### config.mk
export PLATFORM = sky130hd
export DESIGN_NAME = stopwatch_ctrl
export DESIGN_NICKNAME = d
export VERILOG_FILES = /design/src/rtl/stopwatch_ctrl_pkg.sv /design/src/rtl/stopwatch_ctrl_bcd_digit.sv /design/src/rtl/stopwatch_ctrl.sv
export SDC_FILE = /design/constraint.sdc
export NUM_CORES = 1
export LEC_CHECK = 0
export CAP_MARGIN = 20
export CORE_UTILIZATION = 35
export CTS_CLUSTER_SIZE = 10
export DETAILED_ROUTE_END_ITERATION = 7
export DONT_BUFFER_PORTS = 1
export PLACE_DENSITY = 0.46
export SYNTH_ARGS = -nofsm -noshare
export SYNTH_HDL_FRONTEND = slang
export SYNTH_SLANG_ARGS = --single-unit
### constraint.sdc
create_clock -name clk -period 2.2 [get_ports clk]
set_input_delay 0.55 -clock clk [delete_from_list [all_inputs] [get_ports clk]]
set_output_delay 0.55 -clock clk [all_outputs]
set_load 0.1 [all_outputs]
### src/rtl/stopwatch_ctrl_pkg.sv
// Shared stopwatch definitions: state encoding, digit limits and the disp_bcd field layout
// (the field offsets are also consumed by the VGA digit renderer).
package stopwatch_ctrl_pkg;

   typedef enum logic [1:0] {
      ST_IDLE  = 2'd0,
      ST_RUN   = 2'd1,
      ST_PAUSE = 2'd2,
      ST_LAP   = 2'd3
   } state_t;

   localparam logic [3:0] DIG_MAX_9 = 4'd9;
   localparam logic [3:0] DIG_MAX_5 = 4'd5;

   localparam int DIG_W     = 4;
   localparam int BCD_W     = 6 * DIG_W;
   localparam int OFF_CS_U  = 0;
   localparam int OFF_CS_T  = 4;
   localparam int OFF_SEC_U = 8;
   localparam int OFF_SEC_T = 12;
   localparam int OFF_MIN_U = 16;
   localparam int OFF_MIN_T = 20;

   // Value a bcd_digit will hold after the coming edge, so the display register
   // can follow the live count on the tick edge itself.
   function automatic logic [DIG_W-1:0] digit_next(input logic [DIG_W-1:0] q,
                                                   input logic             inc,
                                                   input logic             carry,
                                                   input logic             clr);
      if (clr || carry) return '0;
      if (inc)          return q + 4'd1;
      return q;
   endfunction

endpackage

### src/rtl/stopwatch_ctrl_bcd_digit.sv
// One decade of the BCD time counter; rolls over at MAX and reports the carry combinationally
// so six instances chain into a single-cycle cascade.
module bcd_digit
   import stopwatch_ctrl_pkg::*;
#(
   parameter logic [3:0] MAX = DIG_MAX_9
) (
   input  logic       clk,
   input  logic       rst_n,
   input  logic       clr,
   input  logic       inc,
   output logic [3:0] q,
   output logic       carry
);

   assign carry = inc && (q == MAX);

   always_ff @(posedge clk or negedge rst_n) begin
      if (!rst_n) begin
         q <= '0;
      end else if (clr) begin
         q <= '0;
      end else if (inc) begin
         q <= carry ? 4'd0 : q + 4'd1;
      end
   end

endmodule

### src/rtl/stopwatch_ctrl.sv
// Stopwatch controller: start/stop and lap/reset state machine, centisecond prescaler and
// mm:ss.cc BCD counter, with a registered six-digit display bus (lap snapshot or live count).
module stopwatch_ctrl
   import stopwatch_ctrl_pkg::*;
#(
   parameter int CLK_HZ  = 50000000,
   parameter int TICK_HZ = 100
) (
   input  logic             clk,
   input  logic             rst_n,
   input  logic             btn_ss,
   input  logic             btn_lr,
   output logic             running,
   output logic             lap_hold,
   output logic             wrap,
   output logic [BCD_W-1:0] disp_bcd
);

   localparam int DIV = CLK_HZ / TICK_HZ;
   localparam int PW  = (DIV > 2) ? $clog2(DIV) : 1;
   localparam logic [PW-1:0] PRE_MAX = PW'(DIV - 1);

   state_t           state;
   state_t           nxt_state;
   logic [PW-1:0]    presc;
   logic             lr;
   logic             counting;
   logic             tick;
   logic             lap_entry;
   logic             clr;
   logic [5:0]       carry;
   logic [3:0]       cs_u, cs_t, sec_u, sec_t, min_u, min_t;
   logic [BCD_W-1:0] live;
   logic [BCD_W-1:0] live_nxt;
   logic [BCD_W-1:0] snapshot;

   // start/stop has priority: a lap/reset pulse in the same cycle is dropped
   assign lr        = btn_lr && !btn_ss;
   assign counting  = (state == ST_RUN) || (state == ST_LAP);
   assign tick      = counting && (presc == PRE_MAX);
   assign lap_entry = (state == ST_RUN) && lr;
   assign clr       = (state == ST_PAUSE) && lr;

   always_comb begin
      nxt_state = state;
      unique case (state)
         ST_IDLE:  if (btn_ss) nxt_state = ST_RUN;
         ST_RUN:   if (btn_ss) nxt_state = ST_PAUSE; else if (lr) nxt_state = ST_LAP;
         ST_LAP:   if (btn_ss) nxt_state = ST_PAUSE; else if (lr) nxt_state = ST_RUN;
         ST_PAUSE: if (btn_ss) nxt_state = ST_RUN;   else if (lr) nxt_state = ST_IDLE;
         default:  nxt_state = ST_IDLE;
      endcase
   end

   // PAUSE holds the prescaler so the sub-tick phase survives a pause/resume
   always_ff @(posedge clk or negedge rst_n) begin
      if (!rst_n) begin
         presc <= '0;
      end else if (state == ST_IDLE || clr) begin
         presc <= '0;
      end else if (counting) begin
         presc <= tick ? '0 : presc + 1'b1;
      end
   end

   bcd_digit #(.MAX(DIG_MAX_9)) u_cs_u (
      .clk(clk), .rst_n(rst_n), .clr(clr), .inc(tick),     .q(cs_u),  .carry(carry[0])
   );
   bcd_digit #(.MAX(DIG_MAX_9)) u_cs_t (
      .clk(clk), .rst_n(rst_n), .clr(clr), .inc(carry[0]), .q(cs_t),  .carry(carry[1])
   );
   bcd_digit #(.MAX(DIG_MAX_9)) u_sec_u (
      .clk(clk), .rst_n(rst_n), .clr(clr), .inc(carry[1]), .q(sec_u), .carry(carry[2])
   );
   bcd_digit #(.MAX(DIG_MAX_5)) u_sec_t (
      .clk(clk), .rst_n(rst_n), .clr(clr), .inc(carry[2]), .q(sec_t), .carry(carry[3])
   );
   bcd_digit #(.MAX(DIG_MAX_9)) u_min_u (
      .clk(clk), .rst_n(rst_n), .clr(clr), .inc(carry[3]), .q(min_u), .carry(carry[4])
   );
   bcd_digit #(.MAX(DIG_MAX_5)) u_min_t (
      .clk(clk), .rst_n(rst_n), .clr(clr), .inc(carry[4]), .q(min_t), .carry(carry[5])
   );

   always_comb begin
      live     = '0;
      live_nxt = '0;
      live[OFF_CS_U  +: DIG_W]     = cs_u;
      live[OFF_CS_T  +: DIG_W]     = cs_t;
      live[OFF_SEC_U +: DIG_W]     = sec_u;
      live[OFF_SEC_T +: DIG_W]     = sec_t;
      live[OFF_MIN_U +: DIG_W]     = min_u;
      live[OFF_MIN_T +: DIG_W]     = min_t;
      live_nxt[OFF_CS_U  +: DIG_W] = digit_next(cs_u,  tick,     carry[0], clr);
      live_nxt[OFF_CS_T  +: DIG_W] = digit_next(cs_t,  carry[0], carry[1], clr);
      live_nxt[OFF_SEC_U +: DIG_W] = digit_next(sec_u, carry[1], carry[2], clr);
      live_nxt[OFF_SEC_T +: DIG_W] = digit_next(sec_t, carry[2], carry[3], clr);
      live_nxt[OFF_MIN_U +: DIG_W] = digit_next(min_u, carry[3], carry[4], clr);
      live_nxt[OFF_MIN_T +: DIG_W] = digit_next(min_t, carry[4], carry[5], clr);
   end

   // The display register looks at the next state so it changes on the same edge as the FSM
   always_ff @(posedge clk or negedge rst_n) begin
      if (!rst_n) begin
         state    <= ST_IDLE;
         running  <= 1'b0;
         lap_hold <= 1'b0;
         wrap     <= 1'b0;
         snapshot <= '0;
         disp_bcd <= '0;
      end else begin
         state    <= nxt_state;
         running  <= (nxt_state == ST_RUN) || (nxt_state == ST_LAP);
         lap_hold <= (nxt_state == ST_LAP);
         wrap     <= carry[5];
         if (lap_entry) begin
            snapshot <= live;
         end
         if (nxt_state == ST_LAP) begin
            disp_bcd <= lap_entry ? live : snapshot;
         end else begin
            disp_bcd <= live_nxt;
         end
      end
   end

endmodule

Word level (Yosys, flattened, before mapping)
Index checks and enable logic that the tools add are counted.

Flip-flop bits (word level): 96. Input port bits: 4. Logic and storage cells: 133.

Add/subtract/negate cells: 7. Equality and inequality tests: 12. Muxes and demuxes: 73. Reductions and logical operators: 28.

Operators with widths (number): $mux W4 (42); $mux W19 (3); $mux W24 (2); $add A4 B1 Y4 const B (6); $add A19 B1 Y19 const B (1); $eq A19 B19 Y1 const B (1); $mux W1 (18); $eq A4 B4 Y1 const B (4); $mux W2 (7); $reduce_bool A2 Y1 (7); $logic_and A1 B1 Y1 (10); $logic_or A1 B1 Y1 (9); $eq A4 B3 Y1 const B (2); $pmux W2 S4 (1); $eq A2 B2 Y1 const B (3); $eq A2 B1 Y1 const B (2); $logic_not A2 Y1 (1); $logic_not A1 Y1 (1).

Longest topological paths before layout
Gate-level depths: netlist of the first run.

Depth after elaboration: 15. Gate-level depth with buffers: 9. Depth with buffers taken out: 7.

Hierarchy
A second synthesis of the first run with hierarchy kept.

Cell total of the unflattened synthesis: 483. Area total of the unflattened synthesis: 4928.5 um2.

By module, submodules not included: stopwatch_ctrl (instances 1, cells an instance 329, area each 3509.6 um2, sequential area each 1776.7 um2); bcd_digit (u_cs_t ...) (instances 4, cells an instance 26, area each 237.7 um2, sequential area each 100.1 um2); bcd_digit (u_min_t ...) (instances 2, cells an instance 25, area each 234.0 um2, sequential area each 100.1 um2).

Least setup slack after synthesis of the first run
Ideal clock, no wire load.

Kind: register to register. From: reg u_cs_u.q[0]. To: reg disp_bcd[10]. Arrival time: 1.841 ns. Data required time: 2.079 ns. Setup slack: 0.238 ns. Stages on the path, launching flop included: 9. Period minus slack after synthesis: 1.962 ns. Path through: dfrtp_1 > ha_1 > and3b_1 > clkbuf_2 > and4_1 > buf_4 > nand3_1 > mux2_1 > a22o_1.

Word-level cells in the longest chain between the ends: 8. Elaborated cells on any way between the ends: 12. Classes of those cells: 1 x eq/ne; 7 x mux; 4 x reduce/logical.

RTL lines: from (decl) (line stopwatch_ctrl_bcd_digit.sv:12) `output logic [3:0] q,`; from (signal assigned) (line stopwatch_ctrl_bcd_digit.sv:24) `q <= carry ? 4'd0 : q + 4'd1;`; $eq A4 B4 Y1 (*) (line stopwatch_ctrl_bcd_digit.sv:16) `assign carry = inc && (q == MAX);`; $logic_and A1 B1 Y1 (*) (2 in a row) (line stopwatch_ctrl_bcd_digit.sv:16); $mux W1 or $logic_and A1 B1 Y1 (tied branches) (line stopwatch_ctrl_pkg.sv:31, stopwatch_ctrl_bcd_digit.sv:16); $mux W1 or $logic_or A1 B1 Y1 (tied branches) (line stopwatch_ctrl_pkg.sv:31, stopwatch_ctrl_pkg.sv:30); $mux W4 or $mux W1 (tied branches) (line stopwatch_ctrl_pkg.sv:32, stopwatch_ctrl_pkg.sv:30); $mux W4 (*) (line stopwatch_ctrl_pkg.sv:31) `if (inc) return q + 4'd1;`; $mux W24 (*) (line stopwatch_ctrl.sv:119) `if (nxt_state == ST_LAP) begin`; to (signal assigned) (line stopwatch_ctrl.sv:120) `disp_bcd <= lap_entry ? live : snapshot;`; to (signal assigned) (line stopwatch_ctrl.sv:122) `disp_bcd <= live_nxt;`; to (decl) (line stopwatch_ctrl.sv:16) `output logic [BCD_W-1:0] disp_bcd`.

Every way passes the cells marked *; elsewhere a longest branch is shown, timed or not. The select of a mux whose other input is x is not followed. A chain may end at the register's enable or synchronous reset.

Final worst setup path of the first run
From: reg presc[0]. To: reg disp_bcd[2].

Word-level cells in the longest chain between the ends: 7. Elaborated cells on any way between the ends: 11. Classes of those cells: 1 x eq/ne; 7 x mux; 3 x reduce/logical.

RTL lines: from (decl) (line stopwatch_ctrl.sv:25) `logic [PW-1:0] presc;`; from (signal assigned) (line stopwatch_ctrl.sv:62) `presc <= tick ? '0 : presc + 1'b1;`; $eq A19 B19 Y1 (*) (line stopwatch_ctrl.sv:40) `assign tick = counting && (presc == PRE_MAX);`; $logic_and A1 B1 Y1 (*) (line stopwatch_ctrl.sv:40); $mux W1 or $logic_and A1 B1 Y1 (tied branches) (line stopwatch_ctrl_pkg.sv:31, stopwatch_ctrl_bcd_digit.sv:16); $mux W1 or $logic_or A1 B1 Y1 (tied branches) (line stopwatch_ctrl_pkg.sv:31, stopwatch_ctrl_pkg.sv:30); $mux W4 or $mux W1 (tied branches) (line stopwatch_ctrl_pkg.sv:32, stopwatch_ctrl_pkg.sv:30); $mux W4 (*) (line stopwatch_ctrl_pkg.sv:31); $mux W24 (*) (line stopwatch_ctrl.sv:119).

Marks and branches as above.

==> metrics.md, run 1 <==
| Metric | Value |
|---|---|
| Commonest non-fill, non-tap cell in the layout | dfrtp_1 |
| Clock buffer count from CTS | 9 |
| Highest Clock Rate | 477.7 MHz |
| Final #Nets | 488 |
| Vias/cell | 4.985 |
| Placed wire-length estimate | 7.115 mm |
| Die area | 13,550 um^2 |
| Setup Viol. Count Final | 0 |
| I/O pin total | 31 |
| Worst-path fanout max | 7 |
| Post-layout util | 42.79% |
| Routed Antenna Nets | 0 |
| Number of clock sinks | 96 |
| Initial Util | 36.15% |
| DRT Wirelength | 10.39 mm |
| Share of cells above drive strength 1 | 21.47% |
| Crit path capture type | flop |
| Synth-to-layout area growth | 18.36% |
| R2R cell count | 6 |
| Largest net degree at the start of global routing | 97 |
| Post-synthesis sequential area ratio | 52.44% |
| Final setup margin | 106.4 ps |
| Vias | 3,225 |
| Die span in x | 116.4 um |
| P_leak | 2.567 nW |
| Type of the most critical hold path | in2async |
| Setup bufs post-CTS | 0 |
| Clock Latency Late Sink | 350 ps |
| Clock Path Buffers | 2 |
| First-pass GRT wire length | 17.48 mm |
| Synthesis warning total | 0 |
| RSZ-0062 raised after global routing | false |
| Pwr per Cell Area | 1007 nW/um^2 |
| RePlAce Congestion | 0.7946 |
| IO buf count | 0 |
| Commonest non-fill, non-tap cells in the layout | dfrtp_1 (96), buf_4 (47), nand2_1 (46) |
| Tcrit/Tclk final | 95.16% |
| Max Slew Vio Count | 0 |
| Total grt overflow | 0 |
| Status | complete, but fails checks |
| Inserted Diodes | 0 |
| Min cycle time layout | 2094 ps |
| Fin Hold WS | -101.9 ps |
| Syn_area_per_cell | 10.73 um^2 |
| Total track usage | 17.35% |
| Max-cap violations | 0 |
| Worst path bufs/invs | 0 |
| Antenna violations before repair | 0 |
| Setup TNS Final | 0 ps |
| CP required | 2430 ps |
| Setup CP Type | reg2reg |
| CP startpoint kind | flop |
| Cells after synthesis | 427 |
| Vias in the first global route | 3,398 |
| CTS Root Buffer Type | clkbuf_16 |
| Syn_nets | 444 |
| Critical path arrival | 2330 ps |
| CORE AREA | 12,670 um^2 |
| Initial DRT Pass Iterations | 4 |
| Critical path's top delay family | simple AND/OR/NAND/NOR gates |
| CP max-delay cell | dfrtp_1 |
| Rel. slew slack | 65.53% |
| Clk slew on worst S/H paths | 70 ps |
| Seq cells post-synth | 96 |
| Post-DR wirelength/cell | 16.06 um |
| Post-synth design cell area | 4581 um^2 |
| Worst-path cell chain | ha_1 > and3_2 > and2_1 > nand3_1 > mux2_1 > a22o_1 |
| H-tree levels | 3 |
| CP Depth | 6 |
| Worst-Margin Slew | 515.9 ps |
| FP Rows | 41 |
| Clk_skew | 5.782 ps |
| # DRC | 0 |
| Starting DRC count in detailed routing | 111 |
| Hold Fails Final Rpt | 96 |
| Distinct cells, synth | 55 |
| Failing checks | negative hold slack |
| Largest stage delay, worst path | 400 ps |
| CTS tree | yes |
| Chip height | 116.4 um |
| Pre-CTS WS | 92.85 ps |
| Worst vdd ir | 629.1 uV |
[power by group]
part | internal [mW] | switching [mW]
Clock | 1.05 | 0.666
Combinational | 0.507 | 1.13
Sequential | 1.97 | 0.138
[cell type report]
cell class	count	area (um^2)
well taps	172	215.2
multi-input cells	299	2029
inverters	16	60.06
fillers	1225	7249
clock buffers	12	256.5
repair buffers	49	392.9
clock inverters	3	65.06
flip-flops and latches	96	2402
[routing by layer]
| layer | part of all wire (%) | global-route usage (%) | routed length, um |
|---|---|---|---|
| met5 | 0 | 0 | 0 |
| met4 | 2.2 | 8.376 | 225 |
| met3 | 2.2 | 2.802 | 229 |
| met2 | 49 | 28.68 | 5053 |
| met1 | 47 | 22.16 | 4880 |
[cells by family (layout without fill, tap and decap cells)]
| logic type | after synthesis | after routing | synth area share [%] |
|---|---|---|---|
| xor+xnor | 20 | 20 | 3.824 |
| simple gates | 170 | 170 | 19.72 |
| compound gates | 61 | 61 | 8.467 |
| fa+ha+maj | 13 | 13 | 3.551 |
| buf+inv | 32 | 80 | 3.441 |
| mux | 35 | 35 | 8.549 |
| flops | 96 | 96 | 52.44 |
[worst paths after layout]
check	slack, ps	endpoint	startpoint
min	-100	running$_DFF_PN0_	rst_n
min reg2reg	480	snapshot[13]$_DFF_PN0_	snapshot[13]$_DFF_PN0_
max	110	disp_bcd[2]$_DFF_PN0_	presc[0]$_DFFE_PN0P_
max reg2reg	110	disp_bcd[2]$_DFF_PN0_	presc[0]$_DFFE_PN0P_
max in group asynchronous	2170	u_min_u.q[2]$_DFFE_PN0N_	rst_n
min in group clk	280	running$_DFF_PN0_	btn_ss
[stage by stage]
stage	instance area (um^2)	std cells	power (mW)
after floorplan	4581	427	3.257
final	5421	647	5.460
after CTS	5413	647	5.528
after global placement	5091	632	3.775
after detailed placement	5091	632	3.786
after global routing	5421	647	5.736
[sequential cells by signal, indices dropped and copies added, names as in the netlist, 2 cells and up]
name       cells
u_min_t.q      4
disp_bcd      24
u_cs_u.q       4
u_min_u.q      4
u_sec_u.q      4
u_sec_t.q      4
snapshot      24
state          2
presc         19
u_cs_t.q       4
[timing repair]
action	4_1_cts	5_1_grt
gates resized for setup	0	2
endpoints found under the setup margin	0	14
endpoints found under the hold margin	96	96
[synth_stat cells (all sizes together)]
master,n,share of area [%]
dfrtp,96,52
nand2,46,3.8
nor2,43,3.5
mux2,30,7.5
o21ai,28,3.1
nand3,19,2.2
inv,15,1.2
ha,13,3.6
nand4,12,2.3
xor2,11,2.1
a21oi,10,1.2
nor4,10,1.4
buf,9,1.5
nor3,9,1.2
xnor2,9,1.7
clkbuf,7,0.60
mux2i,5,1.1
nand3b,5,0.82
a22o,4,0.76
and3,4,0.55
nor2b,4,0.55
o31ai,4,0.66
and2,3,0.41
and3b,3,0.57
o211ai,3,0.60
a211oi,2,0.33
a2bb2oi,2,0.38
and4,2,0.38
and4bb,2,0.63
nand2b,2,0.27
o21bai,2,0.33
o2bb2ai,2,0.38
or2,2,0.33
a211o,1,0.19
a21o,1,0.19
clkinv,1,0.082
nand4b,1,0.19
nor3b,1,0.27
o2111ai,1,0.19
o211a,1,0.22
or3,1,0.14
or4,1,0.25
Power figures use the tool's default switching activity.
==> run 2: changes to the inputs <==
--- a/config.mk
+++ b/config.mk
@@ -6,11 +6,11 @@
 export NUM_CORES = 1
 export LEC_CHECK = 0
 export CAP_MARGIN = 20
-export CORE_UTILIZATION = 35
+export CORE_UTILIZATION = 60
 export CTS_CLUSTER_SIZE = 10
 export DETAILED_ROUTE_END_ITERATION = 7
 export DONT_BUFFER_PORTS = 1
-export PLACE_DENSITY = 0.46
+export PLACE_DENSITY = 0.73
 export SYNTH_ARGS = -nofsm -noshare
 export SYNTH_HDL_FRONTEND = slang
 export SYNTH_SLANG_ARGS = --single-unit
==> run 2 against run 1 <==
Setup slack got worse by 22 ps; register-to-register slack worse by 20 ps; sequential share of layout area rose by 2.4 points; the run still ends with negative hold slack left; critical endpoint is now disp_bcd[23]$_DFF_PN0_; clock skew about the same; global-route usage up 8.4 points.
==> metrics.md, run 2 (synthesis results as in run 1) <==
| Metric | Value |
|---|---|
| Tcrit/Tclk final | 96.17% |
| Post-DR wirelength/cell | 16.47 um |
| CP required | 2450 ps |
| Sw power | 1.908 mW |
| Critical path's top delay family | simple AND/OR/NAND/NOR gates |
| Switch share | 40.03% |
| Vias/cell | 5.850 |
| Chip height | 89.38 um |
| Highest Clock Rate | 472.6 MHz |
| Initial DRT Pass Iterations | 4 |
| Worst-Margin Slew | 529.5 ps |
| Number of clock sinks | 96 |
| Worst path bufs/invs | 2 |
| Clk pwr share | 23.4% |
| Crit path capture type | flop |
| Vias | 3,311 |
| CP startpoint kind | flop |
| Antenna violations before repair | 0 |
| Largest stage delay, worst path | 440 ps |
| Routed Antenna Nets | 0 |
| Clk_skew | 6.047 ps |
| Filler Cell Count | 525 |
| Initial Util | 62.49% |
| Worst vdd ir | 463.4 uV |
| Die area | 7988 um^2 |
| Max Slew Vio Count | 0 |
| Fin cells | 566 |
| Worst-path fanout max | 6 |
| Critical path arrival | 2370 ps |
| DRT Wirelength | 9.322 mm |
| Commonest non-fill, non-tap cell in the layout | dfrtp_1 |
| CORE AREA | 7331 um^2 |
| IO buf count | 0 |
| Power share of the combinational group | 31.7% |
| Placed wire-length estimate | 6.261 mm |
| Cell-internal power | 2.858 mW |
| RePlAce Congestion | 0.8580 |
| CTS tree | yes |
| RSZ-0062 raised after global routing | false |
| Clock Latency Late Sink | 370 ps |
| Starting DRC count in detailed routing | 232 |
| Clk slew on worst S/H paths | 100 ps |
| Inserted Diodes | 0 |
| Setup Viol. Count Final | 0 |
| Post-Place Cells | 549 |
| P_leak | 2.460 nW |
| Die span in x | 89.38 um |
| CTS Root Buffer Type | clkbuf_8 |
| Failing checks | negative hold slack |
| Total grt overflow | 0 |
| Status | complete, but fails checks |
| # DRC | 0 |
| Biggest regs | disp_bcd (24), snapshot (24), presc (19) |
| Fin Hold WS | -138.6 ps |
| Seq pwr share | 44.9% |
| Commonest non-fill, non-tap cells in the layout | dfrtp_1 (96), nand2_1 (46), nor2_1 (43) |
| Setup TNS Final | 0 ps |
| CP max-delay cell | nor4_1 |
| Max-cap violations | 0 |
| I/O pin total | 31 |
| Setup CP Type | reg2reg |
| Total track usage | 25.77% |
| Share of cells above drive strength 1 | 20.77% |
| Pre-CTS WS | 33.30 ps |
| Largest net degree at the start of global routing | 97 |
| Pwr per Cell Area | 927.0 nW/um^2 |
| Hold Fails Final Rpt | 96 |
| First-pass GRT wire length | 15.24 mm |
| Clock Path Buffers | 2 |
| Rel. slew slack | 64.61% |
| Final setup margin | 84.24 ps |
| FP Rows | 31 |
| Type of the most critical hold path | in2async |
| Design Area, Final | 5141 um^2 |
| H-tree levels | 3 |
| Synth-to-layout area growth | 12.24% |
| DP Area | 4925 um^2 |
| Clock buffer count from CTS | 9 |
| Final #Nets | 479 |
| Vias in the first global route | 3,207 |
| Worst-path cell chain | inv_1 > ha_1 > and3b_1 > nand4_1 > buf_4 > nor4_1 > xnor2_1 > o21ai_1 |
| Min cycle time layout | 2116 ps |
[run 2: final timing paths]
path / from / slack, ps / cells after the start / to
worst max-delay path: u_cs_u.q[1]$_DFFE_PN0P_ / 80 / 8 / disp_bcd[23]$_DFF_PN0_
worst min-delay path: rst_n / -140 / 0 / presc[14]$_DFFE_PN0P_
worst max register to register: u_cs_u.q[1]$_DFFE_PN0P_ / 80 / 8 / disp_bcd[23]$_DFF_PN0_
worst min register to register: snapshot[17]$_DFF_PN0_ / 500 / 1 / snapshot[17]$_DFF_PN0_
max in group asynchronous: rst_n / 2220 / 0 / disp_bcd[13]$_DFF_PN0_
min in group clk: btn_ss / 250 / 1 / running$_DFF_PN0_
[run 2: per-stage QoR]
step                util, %  total power [mW]
floorplan                 -             3.257
global placement      67.18             3.631
detailed placement    67.18             3.667
CTS                   69.76             4.777
global route          70.13             4.968
finish                70.13             4.766
[run 2: cell type report]
class                   instances  area [um^2]  share of cell area, %
inverters                      16        60.06                  1.168
well taps                      99        123.9                  2.409
clock buffers                  10        137.6                  2.677
flip-flops and latches         96         2402                  46.73
repair buffers                 40        325.3                  6.328
multi-input cells             299         2042                  39.72
clock inverters                 6        50.05                 0.9735
[run 2: power by group through the flow]
stage / registers, mW / logic, mW / clock network (mW)
5_1_grt: 2.17 / 1.61 / 1.19
3_5_place_dp: 2.17 / 1.50 / 0
4_1_cts: 2.14 / 1.50 / 1.14
2_1_floorplan: 2.63 / 0.628 / 0
3_3_place_gp: 2.15 / 1.48 / 0
6_report: 2.14 / 1.51 / 1.12
[run 2: routing by layer]
metal	wire (um)	share of wire [%]	global-route usage [%]
met5	0	0	0
met4	100	1.1	8.225
met3	365	3.9	4.801
met2	4671	50	44.07
met1	4184	45	33.37
[run 2: repair_timing]
item / 4_1_cts / 5_1_grt
buffers inserted: 0 / 1
gates resized for setup: 1 / 4
pin swaps: 0 / 1
setup endpoints to repair: 3 / 18
hold endpoints to repair: 96 / 96
==> run 3: changes to the inputs <==
--- a/config.mk
+++ b/config.mk
@@ -7,7 +7,7 @@
 export LEC_CHECK = 0
 export CAP_MARGIN = 20
 export CORE_UTILIZATION = 60
-export CTS_CLUSTER_SIZE = 10
+export CTS_CLUSTER_SIZE = 8
 export DETAILED_ROUTE_END_ITERATION = 7
 export DONT_BUFFER_PORTS = 1
 export PLACE_DENSITY = 0.73
==> constraint.sdc (replaced) <==
create_clock -name clk -period 2.1 [get_ports clk]
set_input_delay 0.525 -clock clk [delete_from_list [all_inputs] [get_ports clk]]
set_output_delay 0.525 -clock clk [all_outputs]
set_load 0.1 [all_outputs]
==> run 3 against run 2 <==
The run still ends with negative hold slack left; combinational power up 11%; clock-buffer cell count up 1; core utilization up 1.1 points; largest power group unchanged.
==> metrics.md, run 3 (synthesis results as in run 1) <==
| Metric | Value |
|---|---|
| Largest stage delay, worst path | 440 ps |
| Sw power | 1.972 mW |
| CP max-delay cell | dfrtp_1 |
| Seq pwr share | 44.3% |
| R2R cell count | 6 |
| Hold Fails Final Rpt | 96 |
| RePlAce Congestion | 0.8671 |
| Initial DRT Pass Iterations | 4 |
| Highest Clock Rate | 490.1 MHz |
| Max-cap violations | 0 |
| Clk_skew | 8.898 ps |
| # DRC | 0 |
| I/O pin total | 31 |
| CP startpoint kind | flop |
| Inserted Diodes | 0 |
| Largest net degree at the start of global routing | 97 |
| Worst-path cell chain | and4bb_4 > nand4_4 > buf_4 > nor4_1 > xnor2_1 > o21ai_1 |
| Min cycle time layout | 2041 ps |
| Vias in the first global route | 3,191 |
| CTS Root Buffer Type | clkbuf_8 |
| Rel. slew slack | 66.66% |
| Initial Util | 62.49% |
| Critical path's top delay family | simple AND/OR/NAND/NOR gates |
| Total track usage | 25.69% |
| Clock Path Buffers | 2 |
| Pwr per Cell Area | 958.8 nW/um^2 |
| Failing checks | negative hold slack |
| Fin Hold WS | -158.1 ps |
| Antenna violations before repair | 0 |
| Chip height | 89.38 um |
| Final setup margin | 59.43 ps |
| Met2 WL post-DR | 4.617 mm |
| FF+latch area | 2402 um^2 |
| Type of the most critical hold path | in2async |
| Design Area, Final | 5221 um^2 |
| Vias | 3,334 |
| Worst-path fanout max | 6 |
| Placed wire-length estimate | 6.448 mm |
| Power share of the combinational group | 33.3% |
| Worst setup path startpoint | presc[7]$_DFFE_PN0P_ |
| Worst vdd ir | 827.9 uV |
| FP Rows | 31 |
| Routed wl met3 | 426 um |
| Clock buffer count from CTS | 9 |
| Crit path capture type | flop |
| CP required | 2350 ps |
| Vias/cell | 5.788 |
| CORE AREA | 7331 um^2 |
| Die span in x | 89.38 um |
| Starting DRC count in detailed routing | 203 |
| Setup TNS Final | 0 ps |
| Switch share | 39.40% |
| Setup CP Type | reg2reg |
| Cell-internal power | 3.034 mW |
| Worst path bufs/invs | 1 |
| Setup Viol. Count Final | 0 |
| Max Slew Vio Count | 0 |
| Commonest non-fill, non-tap cells in the layout | dfrtp_1 (96), buf_4 (47), nand2_1 (46) |
| Critical path arrival | 2290 ps |
| Multi-input gate area | 2042 um^2 |
| RSZ-0062 raised after global routing | true |
| Biggest regs | disp_bcd (24), snapshot (24), presc (19) |
| Post-DR wirelength/cell | 16.21 um |
| Worst reg-to-reg setup slack | 60 ps |
| Share of cells above drive strength 1 | 22.64% |
| Clk pwr share | 22.4% |
| Synth-to-layout area growth | 13.99% |
| Total grt overflow | 0 |
| Filler Cell Count | 547 |
| Clock Latency Late Sink | 370 ps |
| DP Area | 5020 um^2 |
| Pre-CTS WS | 81.54 ps |
| Number of clock sinks | 96 |
| Final #Nets | 489 |
| Routed Antenna Nets | 0 |
| CTS tree | yes |
| Die area | 7988 um^2 |
| Worst-Margin Slew | 498.2 ps |
| First-pass GRT wire length | 15.23 mm |
| Tcrit/Tclk final | 97.17% |
| DRT Wirelength | 9.338 mm |
| Clk slew on worst S/H paths | 100 ps |
| H-tree levels | 3 |
| Commonest non-fill, non-tap cell in the layout | dfrtp_1 |
| WL met1 | 4.124 mm |
| Status | complete, but fails checks |
| Reg-to-reg endpoint | disp_bcd[15]$_DFF_PN0_ |
| R2R Path Start | presc[7]$_DFFE_PN0P_ |
| Max Used Layer | met4 |
| IO buf count | 0 |
| P_leak | 2.508 nW |
==> run 3: cell count changes in the layout (fill, tap and decap cells not counted), sizes merged <==
cell | before | now
buf | 40 | 50
clkbuf | 10 | 11
clkinv | 2 | 3
inv | 19 | 17
==> run 3: worst max-delay path by stage <==
stage          depth (start not counted)                      to
2_1_floorplan                          8  disp_bcd[10]$_DFF_PN0_
3_5_place_dp                           7  disp_bcd[10]$_DFF_PN0_
5_1_grt                                6  disp_bcd[15]$_DFF_PN0_
3_3_place_gp                           7  disp_bcd[10]$_DFF_PN0_
6_report                               6  disp_bcd[15]$_DFF_PN0_
4_1_cts                                7  disp_bcd[10]$_DFF_PN0_
==> run 3: metal layers <==
layer | GRT usage [%] | vias to the layer above
li1 | - | 1575
met1 | 32.52 | 1653
met2 | 42.82 | 88
met3 | 6.187 | 18
met4 | 10.10 | 0
met5 | 0 | -
==> run 3: what timing repair did <==
action	CTS	global route
setup endpoints to repair	0	24
buffers inserted	0	0
hold endpoints to repair	96	96
resized for setup	0	6
==> run 3: metrics by stage <==
stage / utilization [%] / cells / power, mW
after floorplan: - / 427 / 3.413
after global placement: 68.48 / 560 / 3.869
after detailed placement: 68.48 / 560 / 3.899
after CTS: 70.93 / 576 / 5.000
after global routing: 71.22 / 576 / 5.228
final: 71.22 / 576 / 5.006
==> run 3: cell type report <==
cell class / instances / share of cell area (%)
multi-input combinational: 299 / 39.11
tap: 99 / 2.372
sequential: 96 / 46.01
inverter: 16 / 1.150
clock buffer: 11 / 2.708
timing repair buffer: 50 / 7.908
clock inverter: 5 / 0.7429
==> run 3: power groups by stage <==
| stage | registers (mW) | logic [mW] | clock network (mW) |
|---|---|---|---|
| finish | 2.22 | 1.67 | 1.12 |
| global route | 2.24 | 1.79 | 1.20 |
| CTS | 2.21 | 1.65 | 1.13 |
| detailed placement | 2.25 | 1.65 | 0 |
| global placement | 2.24 | 1.63 | 0 |
| floorplan | 2.75 | 0.658 | 0 |
